`config.mk`:
```
export PLATFORM = sky130hd
export DESIGN_NAME = mmio_status_responder
export DESIGN_NICKNAME = d
export VERILOG_FILES = /design/src/rtl/mmio_status_responder.sv
export SDC_FILE = /design/constraint.sdc
export NUM_CORES = 1
export LEC_CHECK = 0
export BUFFER_PORTS_ARGS = -buffer_cell sky130_fd_sc_hd__clkbuf_2
export CAP_MARGIN = 20
export CORE_MARGIN = 10
export CORE_UTILIZATION = 35
export CTS_CLUSTER_DIAMETER = 80
export DETAILED_ROUTE_END_ITERATION = 8
export SYNTH_ARGS = -nofsm -noshare
export SYNTH_HDL_FRONTEND = slang
export SYNTH_SLANG_ARGS = --single-unit
```
`constraint.sdc`:
```
create_clock -name clk -period 4.6 [get_ports clk]
set_input_delay 0.46 -clock clk [delete_from_list [all_inputs] [get_ports clk]]
set_output_delay 0.46 -clock clk [all_outputs]
set_load 0.01 [all_outputs]
```
`src/rtl/mmio_status_responder.sv`:
```
// mmio_status_responder
//
// Memory-mapped responder for simulation and test environments. It provides:
//   - console register: a write pushes one byte into a FIFO that drains over
//     the char_* stream; a read returns the current FIFO occupancy
//   - status register: magic values pulse tests_passed_o / tests_failed_o
//   - exit register (STATUS_ADDR+4): latches an exit code and pulses exit_valid_o
//   - optional free-running cycle counter at TIMER_ADDR, enabled by defining
//     the macro MMIO_RESP_CYCLE_CNT_EN (otherwise TIMER_ADDR is unmapped)
//
// Ports:
//   clk, rst_n                 clock, asynchronous active-low reset
//   data_req_i / data_gnt_o    request / combinational grant
//   data_addr_i                byte address (bits [1:0] ignored)
//   data_we_i, data_be_i       write enable, byte enables
//   data_wdata_i               write data
//   data_rvalid_o              response valid, one cycle after each grant
//   data_rdata_o               read data (zero when data_rvalid_o is low)
//   char_valid_o/char_data_o/char_ready_i   console byte stream
//   tests_passed_o, tests_failed_o, exit_valid_o   one-cycle pulses
//   exit_value_o               last exit code written

module mmio_status_responder #(
    parameter int unsigned FIFO_DEPTH   = 16,
    parameter logic [31:0] CONSOLE_ADDR = 32'h1000_0000,
    parameter logic [31:0] STATUS_ADDR  = 32'h2000_0000,
    parameter logic [31:0] TIMER_ADDR   = 32'h1500_0000
) (
    input  logic        clk,
    input  logic        rst_n,
    input  logic        data_req_i,
    output logic        data_gnt_o,
    input  logic [31:0] data_addr_i,
    input  logic        data_we_i,
    input  logic [3:0]  data_be_i,
    input  logic [31:0] data_wdata_i,
    output logic        data_rvalid_o,
    output logic [31:0] data_rdata_o,
    output logic        char_valid_o,
    output logic [7:0]  char_data_o,
    input  logic        char_ready_i,
    output logic        tests_passed_o,
    output logic        tests_failed_o,
    output logic        exit_valid_o,
    output logic [31:0] exit_value_o
);

    localparam int unsigned PW        = (FIFO_DEPTH > 1) ? $clog2(FIFO_DEPTH) : 1;
    localparam int unsigned CW        = PW + 1;
    localparam logic [31:0] EXIT_ADDR = STATUS_ADDR + 32'd4;
    localparam logic [31:0] PASS_CODE = 32'd123456789;
    localparam logic [31:0] FAIL_CODE = 32'd1;
    localparam logic [CW-1:0] FULL_CNT = CW'(FIFO_DEPTH);

    // ------------------------------------------------------------------
    // State
    // ------------------------------------------------------------------
    logic [7:0]    fifo_mem_q [FIFO_DEPTH];
    logic [PW-1:0] wr_ptr_q, wr_ptr_d;
    logic [PW-1:0] rd_ptr_q, rd_ptr_d;
    logic [CW-1:0] count_q, count_d;

    logic          rvalid_q, rvalid_d;
    logic [31:0]   rdata_q, rdata_d;
    logic          passed_q, passed_d;
    logic          failed_q, failed_d;
    logic          exit_valid_q, exit_valid_d;
    logic [31:0]   exit_value_q, exit_value_d;

    // ------------------------------------------------------------------
    // Address decode (word granularity)
    // ------------------------------------------------------------------
    logic hit_console, hit_status, hit_exit, hit_timer;
    logic fifo_full, push, pop;
    logic [31:0] rdata_sel;

    assign hit_console = (data_addr_i[31:2] == CONSOLE_ADDR[31:2]);
    assign hit_status  = (data_addr_i[31:2] == STATUS_ADDR[31:2]);
    assign hit_exit    = (data_addr_i[31:2] == EXIT_ADDR[31:2]);
    assign hit_timer   = (data_addr_i[31:2] == TIMER_ADDR[31:2]);

    // Full is judged on the registered count only: a pop in this cycle does
    // not make room for a push in the same cycle.
    assign fifo_full  = (count_q == FULL_CNT);
    assign data_gnt_o = rst_n && data_req_i && !(hit_console && data_we_i && fifo_full);

    assign push = data_gnt_o && hit_console && data_we_i && data_be_i[0];
    assign pop  = char_valid_o && char_ready_i;

    assign char_valid_o = (count_q != '0);
    assign char_data_o  = fifo_mem_q[rd_ptr_q];

    // ------------------------------------------------------------------
    // Optional cycle counter
    // ------------------------------------------------------------------
`ifdef MMIO_RESP_CYCLE_CNT_EN
    logic [31:0] cycle_cnt_q;

    always_ff @(posedge clk or negedge rst_n) begin
        if (!rst_n) begin
            cycle_cnt_q <= '0;
        end else begin
            cycle_cnt_q <= cycle_cnt_q + 32'd1;
        end
    end

    logic unused_sink;
    assign unused_sink = ^{data_be_i[3:1], data_addr_i[1:0]};
`else
    logic unused_sink;
    assign unused_sink = ^{data_be_i[3:1], data_addr_i[1:0], hit_timer};
`endif

    // ------------------------------------------------------------------
    // Read mux (evaluated in the grant cycle)
    // ------------------------------------------------------------------
    always_comb begin
        rdata_sel = '0;
        if (hit_console) begin
            rdata_sel = 32'(count_q);
        end else if (hit_status) begin
            rdata_sel = '0;
        end else if (hit_exit) begin
            rdata_sel = exit_value_q;
`ifdef MMIO_RESP_CYCLE_CNT_EN
        end else if (hit_timer) begin
            rdata_sel = cycle_cnt_q;
`endif
        end
    end

    // ------------------------------------------------------------------
    // Next-state logic
    // ------------------------------------------------------------------
    always_comb begin
        wr_ptr_d = wr_ptr_q;
        rd_ptr_d = rd_ptr_q;
        count_d  = count_q;

        if (push) begin
            wr_ptr_d = wr_ptr_q + PW'(1);
        end
        if (pop) begin
            rd_ptr_d = rd_ptr_q + PW'(1);
        end
        case ({push, pop})
            2'b10:   count_d = count_q + CW'(1);
            2'b01:   count_d = count_q - CW'(1);
            default: count_d = count_q;
        endcase

        rvalid_d     = data_gnt_o;
        rdata_d      = (data_gnt_o && !data_we_i) ? rdata_sel : '0;
        passed_d     = data_gnt_o && data_we_i && hit_status && (data_wdata_i == PASS_CODE);
        failed_d     = data_gnt_o && data_we_i && hit_status && (data_wdata_i == FAIL_CODE);
        exit_valid_d = data_gnt_o && data_we_i && hit_exit;
        exit_value_d = exit_valid_d ? data_wdata_i : exit_value_q;
    end

    // ------------------------------------------------------------------
    // Registers
    // ------------------------------------------------------------------
    always_ff @(posedge clk or negedge rst_n) begin
        if (!rst_n) begin
            wr_ptr_q     <= '0;
            rd_ptr_q     <= '0;
            count_q      <= '0;
            rvalid_q     <= 1'b0;
            rdata_q      <= '0;
            passed_q     <= 1'b0;
            failed_q     <= 1'b0;
            exit_valid_q <= 1'b0;
            exit_value_q <= '0;
        end else begin
            wr_ptr_q     <= wr_ptr_d;
            rd_ptr_q     <= rd_ptr_d;
            count_q      <= count_d;
            rvalid_q     <= rvalid_d;
            rdata_q      <= rdata_d;
            passed_q     <= passed_d;
            failed_q     <= failed_d;
            exit_valid_q <= exit_valid_d;
            exit_value_q <= exit_value_d;
        end
    end

    // FIFO storage carries no reset; occupancy alone defines validity.
    always_ff @(posedge clk) begin
        if (push) begin
            fifo_mem_q[wr_ptr_q] <= data_wdata_i[7:0];
        end
    end

    assign data_rvalid_o  = rvalid_q;
    assign data_rdata_o   = rdata_q;
    assign tests_passed_o = passed_q;
    assign tests_failed_o = failed_q;
    assign exit_valid_o   = exit_valid_q;
    assign exit_value_o   = exit_value_q;

endmodule

```
==> results <==
- Counting flops with a built-in enable in the synthesized netlist gives 128.
- The fill cell total of the finished layout is between 2000 and 2500.
- The number of antenna violations at the first check in global routing is 0.
- STA classifies the critical path startpoint as a register.
- The category of the worst setup path capture point is a register.
- The flip-flop and latch count after synthesis is roughly 210.
- The number of H-tree branching levels is 1.
- Of the total power, the clock network draws a little over a third.
- The number of buffers and inverters on the critical path is 3.
- The via count is approximately 4700.
- The number of hold violations in the final report came to 0.
- The initial utilization of the core area, before any placement, comes to between 30% and 40%.
- Leaving out fill and tap cells, the most frequent cells in the layout are sky130_fd_sc_hd__clkbuf_2 (144), sky130_fd_sc_hd__edfxtp_1 (128), sky130_fd_sc_hd__dfrtp_1 (79).
- Walking the worst path, the cells encountered are or4_1 -> o211ai_1 -> nor4_4 -> buf_4 -> inv_2 -> ha_1 -> inv_1 -> fa_1 -> nor2b_1 -> o21ai_0 -> nand3_1 -> or3b_2 -> xnor2_1.
- Power comes to slightly below 5000 uW.
- The total length of routed wires is ~20000 um.
- The power spent charging and discharging nets is about 1200 uW.
- The number of setup buffers added after CTS is 0.
- The number of CTS-inserted buffers is 23.
- The reg-to-reg setup timing slack is between 1 and 1.5 ns.
- The hold path startpoint is data_wdata_i[30].
- The detailed-route wire length per cell is ~21 um.
- The number of nets still failing antenna checks after routing is 0.
- The clock sink count is approximately 210.
- The register share of total power is between 40% and 50%.
- The Yosys step of the flow raised 0 warnings.
- The required time reported for the critical path endpoint is 4.99 ns.
- The maximum number of pins on one net before global-route repair is 80.
- The class of the tightest hold or removal check is input port to register.
- The depth of the worst hold-timing path is 2.
- The shortest clock period the worst path allows after layout is between 3 and 4 ns.
- The number of inserted diodes is 0.
- The remaining global-route overflow is 0.
- At the end of the flow, the number of nets in the layout was roughly 700.
- Synthesis handed over a netlist of approximately 460 instances.
- The share of the yosys chip area belonging to registers is 70.7%.
- TritonCTS built the clock tree.
- The overall routing resource usage is between 10% and 20%.
- The remaining routing DRC violations is 0.
- The top-level I/O count is 151.
- The relative area change from synthesis to final layout is 22.1%.
- The cell chosen for the clock root is sky130_fd_sc_hd__clkbuf_16.
- After floorplanning, the core was divided into 56 placement rows.
- The HPWL reported at the end of detailed placement is approximately 14000 um.
- The share of the core filled with cells is a little over two fifths.
- The number of port buffers is approximately 150.
- The count of cell types in the netlist is 47.
- The capture point of the worst reg-to-reg path is count_q[4].
- Routability-driven placement finished with a final weighted congestion of roughly 0.81.
- The length of the first detailed-routing pass in iterations is 4.
- The ratio of total power to cell area is 473 nW/um2.
- The first-pass GRT wire length is 30900 um.
- The total of max-cap violations is 0.
- No sink is reached through more buffers than the 3 on the longest clock path.
- The worst register-to-register path begins at count_q[0].
- The upper clock frequency limit is about 290 MHz.
- The share of flip-flops with an asynchronous set or reset after synthesis is between 30% and 40%.
- Across the routed clock network, the largest skew measured is 0.0127 ns.
- After clock tree synthesis, the clock-pin slew on the worst setup and hold paths is 0.06 ns.
- The clock latency on the worst-skew pair is a little over 0.5 ns.
- The worst setup path is of the register to register kind.
- After synthesis, the mean cell area works out to approximately 18 um2.
- The flow ran to the end, and the final reports show no timing, DRC or antenna violations.
- The final worst-path cycle share is about three quarters.
- The final count of pins violating max slew was 0.
- For this design, the slowest cell found on the critical path is sky130_fd_sc_hd__or4_1.
- The data arrival time at the worst-slack endpoint is about 3.9 ns.
- The most common cell after layout, fill and taps aside is sky130_fd_sc_hd__clkbuf_2.
- After clock tree synthesis, the repair step resized 0 gates.
- The net count of the mapped netlist is about 540.
- Setup repair after global routing left no endpoint under its margin.
- For the pin with the worst max-slew slack, the measured transition is about 0.9 ns.
- The largest delay contributor family on the critical path is simple AND/OR/NAND/NOR gates.
- The analysis attributes to cell leakage a power of 0.00413 uW.
- The floorplan step set the die width to 174 um.
- The most used flip-flop cell after synthesis is sky130_fd_sc_hd__edfxtp_1.
- Across the VDD grid, the largest voltage drop is 0.313 mV.
- Summing every instance area after synthesis gives slightly above 8000 um2.
- The die is 174 um tall.
- The largest single stage delay on the critical path is 0.53 ns.
- The setup slack at placement is 0.846 ns.
- The total die area is just over 30000 um2.
- After the first detailed-routing iteration, the DRC count stood at between 300 and 400.
- The fraction of layout instances using a drive strength above 1 is a little over two fifths.
- The internal power is 3560 uW.
- The end point of the most critical hold path is exit_value_o[30].
- After layout, the worst setup slack is approximately 1.1 ns.
- The core footprint is ~23000 um2.
- Net switching is 25.9% of the power.
- The share of total power dissipated in combinational logic is ~18%.
- In the routed layout, each cell is associated on average with a via count of a little under 5.
- The logic depth of the worst register-to-register path is 13.
- The total negative setup slack is 0 ns.
- The via count of the first global-routing pass was approximately 5000.
- The worst relative slew slack is between 40% and 50%.
- Setup violations remaining at the end of the flow were counted as 0.
- The largest fanout of any net on the critical path is 16.
==> timing repair <==
item | CTS | global route
hold endpoints to repair | 2 | 0
setup endpoints to repair | 0 | 0
hold buffers | 1 | 0
==> sequential cells by signal (all words and copies together), names as in the netlist <==
name and count:
data_rdata_o 32, rd_ptr_q 4, exit_valid_o 1, exit_value_o 32, data_rvalid_o 1, tests_failed_o 1, wr_ptr_q 4, tests_passed_o 1
fifo_mem_q 128, count_q 5
==> worst max path at each step <==
stage,cells after the start,slack (ns),start,to
final,13,1.10,count_q[0],count_q[4]
after global routing,4,0.94,rd_ptr_q[0],char_data_o[1]
after CTS,4,1.06,rd_ptr_q[0],char_data_o[3]
after detailed placement,13,0.85,data_addr_i[24],count_q[4]
after global placement,13,0.96,data_addr_i[24],count_q[4]
after floorplan,11,1.25,data_addr_i[24],count_q[4]
==> area by class of cell <==
cell class                 count  area [um2]  share of cell area, %
multi-input combinational    221        2310                   22.7
clock inverter                 6        58.8                  0.580
sequential                   209        5870                   57.9
tap                          319         399                   3.94
inverter                       7        26.3                  0.259
clock buffer                  34         637                   6.28
timing repair buffer         157         841                   8.29
==> stage by stage <==
stage / std cells / instance area, um2 / hold slack [ns]
3_5_place_dp: 911 / 9410 / 0.268
5_1_grt: 953 / 10100 / 0.191
2_1_floorplan: 458 / 8310 / 0.164
4_1_cts: 952 / 10100 / 0.179
6_report: 953 / 10100 / 0.197
3_3_place_gp: 911 / 9410 / 0.265
==> layer usage <==
metal | global-route usage (%) | up-vias | share of wire (%)
met3 | 4.98 | 36 | 9.9
met2 | 20.1 | 185 | 46
li1 | - | 2101 | -
met1 | 16.2 | 2405 | 40
met4 | 4.70 | 0 | 3.3
met5 | 0 | - | 0
==> Yosys cell counts (2+ instances only) <==
library cell | count | share of area, %
sky130_fd_sc_hd__nand4_1 | 7 | 0.53
sky130_fd_sc_hd__edfxtp_1 | 128 | 46
sky130_fd_sc_hd__or4_1 | 4 | 0.36
sky130_fd_sc_hd__and2_1 | 30 | 2.3
sky130_fd_sc_hd__buf_6 | 3 | 0.41
sky130_fd_sc_hd__nor4b_1 | 3 | 0.32
sky130_fd_sc_hd__nor2_1 | 8 | 0.36
sky130_fd_sc_hd__nor4_1 | 13 | 0.98
sky130_fd_sc_hd__clkbuf_1 | 9 | 0.41
sky130_fd_sc_hd__xnor2_1 | 7 | 0.74
sky130_fd_sc_hd__nor2b_1 | 2 | 0.15
sky130_fd_sc_hd__clkbuf_2 | 2 | 0.12
sky130_fd_sc_hd__inv_1 | 6 | 0.27
sky130_fd_sc_hd__buf_1 | 2 | 0.090
sky130_fd_sc_hd__nand3_1 | 5 | 0.30
sky130_fd_sc_hd__xor2_1 | 3 | 0.32
sky130_fd_sc_hd__o21ai_0 | 4 | 0.24
sky130_fd_sc_hd__a22oi_1 | 5 | 0.45
sky130_fd_sc_hd__mux2_1 | 2 | 0.27
sky130_fd_sc_hd__nor3_1 | 6 | 0.36
sky130_fd_sc_hd__buf_2 | 5 | 0.30
sky130_fd_sc_hd__a21oi_1 | 2 | 0.12
sky130_fd_sc_hd__dfrtp_1 | 81 | 24
sky130_fd_sc_hd__nand2_1 | 12 | 0.54
sky130_fd_sc_hd__mux2_2 | 31 | 4.2
sky130_fd_sc_hd__and3_1 | 9 | 0.68
sky130_fd_sc_hd__ha_1 | 9 | 1.4
sky130_fd_sc_hd__nand3b_1 | 2 | 0.18
sky130_fd_sc_hd__mux4_2 | 40 | 11
==> logic make-up (layout without fill, tap and decap cells) <==
family | after synthesis | count (layout) | synth area share, %
xor gates and xnor gates | 10 | 10 | 1.05
DFF | 209 | 209 | 70.7
adders and majority gates | 10 | 10 | 1.60
buffers and inverters | 28 | 204 | 1.64
muxes | 74 | 74 | 15.4
and+or+nand+nor | 113 | 113 | 8.49
AOI/OAI and AO/OA | 14 | 14 | 1.11
==> power groups by stage <==
stage	Combinational [uW]	Clock (uW)	Sequential, uW
detailed placement	863	0	2300
global route	932	1820	2280
finish	854	1700	2250
floorplan	725	0	2110
CTS	865	1750	2260
global placement	836	0	2290
Note: power is estimated with default switching activity, not from simulation.
